File: config.mk
export PLATFORM = sky130hd
export DESIGN_NAME = mul_div_seq
export DESIGN_NICKNAME = d
export VERILOG_FILES = /design/src/rtl/mul_div_seq.sv
export SDC_FILE = /design/constraint.sdc
export NUM_CORES = 1
export LEC_CHECK = 0
export BUFFER_PORTS_ARGS = -buffer_cell sky130_fd_sc_hd__buf_2
export CAP_MARGIN = 20
export CORE_ASPECT_RATIO = 0.8
export CORE_MARGIN = 2
export CORE_UTILIZATION = 25
export CTS_CLUSTER_DIAMETER = 150
export DETAILED_ROUTE_END_ITERATION = 8
export MAX_ROUTING_LAYER = met4
export PLACE_DENSITY_LB_ADDON = 0.15
export SYNTH_ARGS = -nofsm -noshare
export SYNTH_HDL_FRONTEND = slang
export SYNTH_SLANG_ARGS = --single-unit
File: constraint.sdc
create_clock -name clk -period 11.72 [get_ports clk]
set_input_delay 0.586 -clock clk [delete_from_list [all_inputs] [get_ports clk]]
set_output_delay 0.586 -clock clk [all_outputs]
set_load 0.02 [all_outputs]
File: src/rtl/mul_div_seq.sv
// mul_div_seq: sequential unsigned multiply/divide unit.
// One pass through the shared add/subtract path (sel=1 add, sel=0 subtract)
// per cycle: shift-and-add for multiply, restoring subtract-and-shift for divide.
//
// Ports:
//   clk        rising-edge clock
//   rst        synchronous active-high reset
//   start      request, sampled only in IDLE or DONE
//   op         1 = multiply, 0 = divide (sampled with start)
//   a, b       multiplier/dividend, multiplicand/divisor
//   busy       high while iterating (MUL/DIV)
//   done       one-cycle completion pulse
//   result_hi  product[2W-1:W] or remainder
//   result_lo  product[W-1:0] or quotient
//   div_zero   divide-by-zero flag
//
// Build option: define MUL_DIV_DIVZERO_EN to short-circuit divide by zero to
// DONE in one cycle and raise div_zero. Without it the divisor is not checked
// and div_zero is always 0; result values are the same in both builds.
//
// state  | meaning
// IDLE   | waiting for start
// MUL    | shift-and-add iteration
// DIV    | restoring divide iteration
// DONE   | one-cycle done pulse, results valid; start accepted here too

module mul_div_seq #(
  parameter int WIDTH = 64
) (
  input  logic             clk,
  input  logic             rst,
  input  logic             start,
  input  logic             op,
  input  logic [WIDTH-1:0] a,
  input  logic [WIDTH-1:0] b,
  output logic             busy,
  output logic             done,
  output logic [WIDTH-1:0] result_hi,
  output logic [WIDTH-1:0] result_lo,
  output logic             div_zero
);

  localparam int CW = $clog2(WIDTH);
  localparam logic [CW-1:0] LAST = CW'(WIDTH - 1);

  typedef enum logic [1:0] {S_IDLE, S_MUL, S_DIV, S_DONE} state_t;

  state_t           state_q, state_d;
  logic [WIDTH-1:0] acc_q;    // hi half of product, or remainder
  logic [WIDTH-1:0] lo_q;     // multiplier shifting out / quotient shifting in
  logic [WIDTH-1:0] opnd_q;   // multiplicand or divisor
  logic [CW-1:0]    count_q;
  logic             dz_q;

  logic             accept;
  logic             dz_hit;
  logic             alu_sel;
  logic [WIDTH:0]   alu_x, alu_y, alu_r;
  logic [WIDTH:0]   mul_sum;

  assign accept = start && (state_q == S_IDLE || state_q == S_DONE);

`ifdef MUL_DIV_DIVZERO_EN
  assign dz_hit = !op && (b == '0);
`else
  assign dz_hit = 1'b0;
`endif

  // Shared 65-bit add/subtract path. In DIV the minuend is the remainder
  // after the {rem, quo} << 1 step; bit WIDTH of the result is the borrow.
  always_comb begin
    alu_sel = 1'b1;
    alu_x   = {1'b0, opnd_q};
    alu_y   = {1'b0, acc_q};
    if (state_q == S_DIV) begin
      alu_sel = 1'b0;
      alu_x   = {acc_q, lo_q[WIDTH-1]};
      alu_y   = {1'b0, opnd_q};
    end
    alu_r = alu_sel ? (alu_x + alu_y) : (alu_x - alu_y);
  end

  // Carry kept in bit WIDTH so the right shift moves it into the top of hi.
  assign mul_sum = lo_q[0] ? alu_r : {1'b0, acc_q};

  always_ff @(posedge clk) begin
    if (rst) state_q <= S_IDLE;
    else     state_q <= state_d;
  end

  always_comb begin
    state_d = state_q;
    busy    = 1'b0;
    done    = 1'b0;
    case (state_q)
      S_IDLE: begin
        if (start) state_d = dz_hit ? S_DONE : (op ? S_MUL : S_DIV);
      end
      S_MUL: begin
        busy = 1'b1;
        if (count_q == LAST) state_d = S_DONE;
      end
      S_DIV: begin
        busy = 1'b1;
        if (count_q == LAST) state_d = S_DONE;
      end
      S_DONE: begin
        done = 1'b1;
        if (start) state_d = dz_hit ? S_DONE : (op ? S_MUL : S_DIV);
        else       state_d = S_IDLE;
      end
      default: state_d = S_IDLE;
    endcase
  end

  always_ff @(posedge clk) begin
    if (rst) begin
      acc_q   <= '0;
      lo_q    <= '0;
      opnd_q  <= '0;
      count_q <= '0;
      dz_q    <= 1'b0;
    end else if (accept) begin
      count_q <= '0;
      dz_q    <= dz_hit;
      opnd_q  <= b;
      // Divide-by-zero short circuit produces the same values the full
      // restoring pass would: quotient all ones, remainder = dividend.
      acc_q   <= dz_hit ? a : '0;
      lo_q    <= dz_hit ? '1 : a;
    end else if (state_q == S_MUL) begin
      acc_q   <= mul_sum[WIDTH:1];
      lo_q    <= {mul_sum[0], lo_q[WIDTH-1:1]};
      count_q <= count_q + 1'b1;
    end else if (state_q == S_DIV) begin
      if (!alu_r[WIDTH]) begin
        acc_q <= alu_r[WIDTH-1:0];
        lo_q  <= {lo_q[WIDTH-2:0], 1'b1};
      end else begin
        acc_q <= alu_x[WIDTH-1:0];
        lo_q  <= {lo_q[WIDTH-2:0], 1'b0};
      end
      count_q <= count_q + 1'b1;
    end
  end

  assign result_hi = acc_q;
  assign result_lo = lo_q;
  assign div_zero  = dz_q;

endmodule

==> key figures <==
Min path
  • Worst min path class: in -> reg

Place
  • GP Congestion: 0.942
  • Post-DP Area: 19000 um^2
  • Port Buffers: 261
  • HPWL after detailed placement: 49.1 mm

CTS
  • Reg clk slew, reported paths: 0.10 ns
  • Clk root buf: clkbuf_16
  • Clock latency on the worst-skew pair: 0.52 ns
  • H-tree Lvls: 4
  • Post-CTS Resized: 0
  • CTS buffer count: 17
  • Clk sinks: 200
  • Setup bufs post-CTS: 0
  • CTS tree: done
  • Clk buf depth: 2
  • Cts hold-fix bufs: 0

Floorplanning
  • Die area: 70300 um^2
  • Die extent in y: 237 um
  • Row count: 85
  • Chip Width: 296 um
  • Number of primary I/O pins: 263
  • Starting Density: 25.3%
  • Core Region: 67300 um^2

STA
  • Slew @ Worst Pin: 1.07 ns
  • Highest Clock Rate: 0.124 GHz
  • Max-slew headroom at the worst pin: 28.9%
  • RSZ-0062 raised after global routing: false
  • Clk_skew: 0.0189 ns
  • Final Hold Viols: 0
  • Final setup vio count: 0
  • Fin. max-slew vios: 0
  • Sum Neg Setup Slack: 0 ns
  • Crit share post-route: 68.7%
  • Min cycle time layout: 8.05 ns

Route
  • Via Count: 17.6k
  • Final wirelength: 67.1 mm
  • Drt pass-1 iters: 5
  • Wirelength per Cell: 19.9 um
  • Vias/cell: 5.20
  • DRC viols: 0
  • Routed Antenna Nets: 0
  • Detailed Route Iter0 Violations: 1236

Setup path
  • CP endpoint kind: flop
  • CP Data Required Time: 12.12 ns
  • WP data arrival: 8.45 ns
  • Worst-path fanout max: 77
  • Crit Path Class: reg -> reg
  • Crit path launch type: flop

Logic synthesis
  • Syn nets: 2528
  • Post-Syn Instances: 2324
  • Fraction of registers with async set/reset: 0%
  • Flops & latches, synth: 200
  • Seq/Total Area, Yosys: 23.5%
  • Mapped Area: 17000 um^2
  • Number of flops mapped to enable cells by yosys: 0
  • Synthesis warning total: 0
  • Commonest register cell after synthesis: dfxtp_1
  • Synth unique cells: 75
  • Mean Syn Cell Area: 7.33 um^2

Global route
  • First-pass GRT wire length: 103 mm
  • GR Util met2: 28.4%
  • Met3 Usage GRT: 3.44%
  • Largest net degree at the start of global routing: 117
  • Global-route congestion overflow total: 0
  • Most Crowded Layer GR: met2
  • Vias in the first global route: 17.0k
  • Initial antenna violation count: 6
  • Met1 usage: 27.6%
  • Total GRT Usage: 19.5%

Cells and area
  • Commonest non-fill, non-tap cells in the layout: 305 x a21oi_1, 300 x nand2_1, 270 x nor2_1, 260 x buf_2, 199 x dfxtp_1
  • Register Area: 4010 um^2
  • Design Area, Final: 19700 um^2
  • P&R area growth vs syn: 15.5%
  • FILL cells: 7415
  • Fin util: 29.2%
  • Commonest non-fill, non-tap cell in the layout: a21oi_1
  • Layout cell share with drive strength beyond 1: 17.5%
  • # nets final: 2651
  • Area of the multi-input gates: 12300 um^2

Job
  • Max Cap Viol: 0

Outcome
  • Status: finished clean
==> cell type report <==
| cell class | instances | area share, % |
|---|---|---|
| Antenna cell | 7 | 0.0891 |
| Clock buffer | 19 | 2.25 |
| Clock inverter | 13 | 0.751 |
| Inverter | 26 | 0.496 |
| Multi-Input combinational cell | 1916 | 62.5 |
| Sequential cell | 200 | 20.4 |
| Tap cell | 913 | 5.81 |
| Timing Repair Buffer | 286 | 7.71 |
==> cells in the mapped netlist, types with 7 or more instances <==
library cell  instances  area, um^2
a32o_1               16         160
nand3_1              33         165
mux2i_1             146        1460
or2_2                 8        50.1
or4_1                 9        67.6
inv_1                25        93.8
clkbuf_1            140         526
o211ai_1             22         165
or3_1                18         113
nor2_1              272        1020
nand2b_1             13        81.3
ha_1                 71         888
o22ai_1               9        56.3
a21oi_1             305        1530
buf_1                27         101
o21a_1               12        90.1
dfxtp_1             200        4000
buf_2                14        70.1
a31oi_1              14        87.6
o31ai_1               8        60.1
o21ai_0              99         495
nor2b_1              12        75.1
and3_1                7        43.8
nor3b_1              13        97.6
xnor2_1              73         639
a21o_1               32         240
a22o_1               25         219
nor4_1               12        75.1
a22oi_1              11        82.6
nand2_1             301        1130
xor2_1               56         490
mux2_2               78         878
a211oi_1             69         518
o21bai_1             13        97.6
nor3_1               57         285
nand4_1              27         169
==> worst paths after layout <==
path	from	to	slack, ns	depth (start not counted)
max	state_q[0]	result_hi[31]	3.67	25
min	b[16]	opnd_q[16]	0.29	3
max reg2reg	state_q[0]	result_hi[31]	3.67	25
min reg2reg	opnd_q[63]	opnd_q[63]	0.49	2
==> cells by family after synthesis <==
logic type                 Yosys count  share of synthesized area, %
DFF                                200                          23.5
and+or+nand+nor                    813                          21.5
xor gates and xnor gates           129                          6.63
buffers and inverters              208                          4.71
AOI/OAI and AO/OA                  677                          24.6
adders and majority gates           72                          5.33
other                                1                        0.0220
muxes                              224                          13.7
==> layer usage <==
layer / share of wire, % / wire (um) / vias to the layer above
met4: 1.3 / 892 / 0
met1: 50 / 33700 / 8453
li1: - / - / 8631
met3: 5.4 / 3610 / 48
met2: 43 / 28900 / 436
met5: 0 / 0 / -
==> critical path: stages, from the launching register on <==
cell and delay (ns):
dfxtp_1 0.36, inv_1 0.18, ha_4 0.42, buf_4 0.64, nor3b_1 0.39, o22ai_1 0.17, or4b_1 0.68, or3_4 0.48
nor4_4 0.44, o2111a_2 0.36, nand3_4 0.15, nor3_1 0.26, xor2_1 0.16, nor2_1 0.05, a21oi_1 0.15, ha_1 0.36
a21oi_1 0.27, o221ai_1 0.19, o21a_1 0.19, o21ai_0 0.16, o311a_1 0.24, xnor2_2 0.13, buf_4 0.65, mux2_2 0.42
o211ai_1 0.18, nand2_1 0.07
==> registers in the layout, summed over array words and instances, names as in the netlist <==
register	cells
opnd_q	64
result_hi	64
result_lo	64
count_q	6
state_q	2
==> metrics by stage <==
stage	hold slack, ns	instances	worst slack [ns]
after floorplan	0.442	2324	2.42
after global placement	0.481	3340	3.89
after detailed placement	0.482	3340	3.78
after CTS	0.251	3372	3.73
after global routing	0.278	3378	3.14
final	0.290	3380	3.67
Power is left out: the tool's default activity adds up to more than one toggle a clock period on the data nets, which glitch-free logic cannot reach.
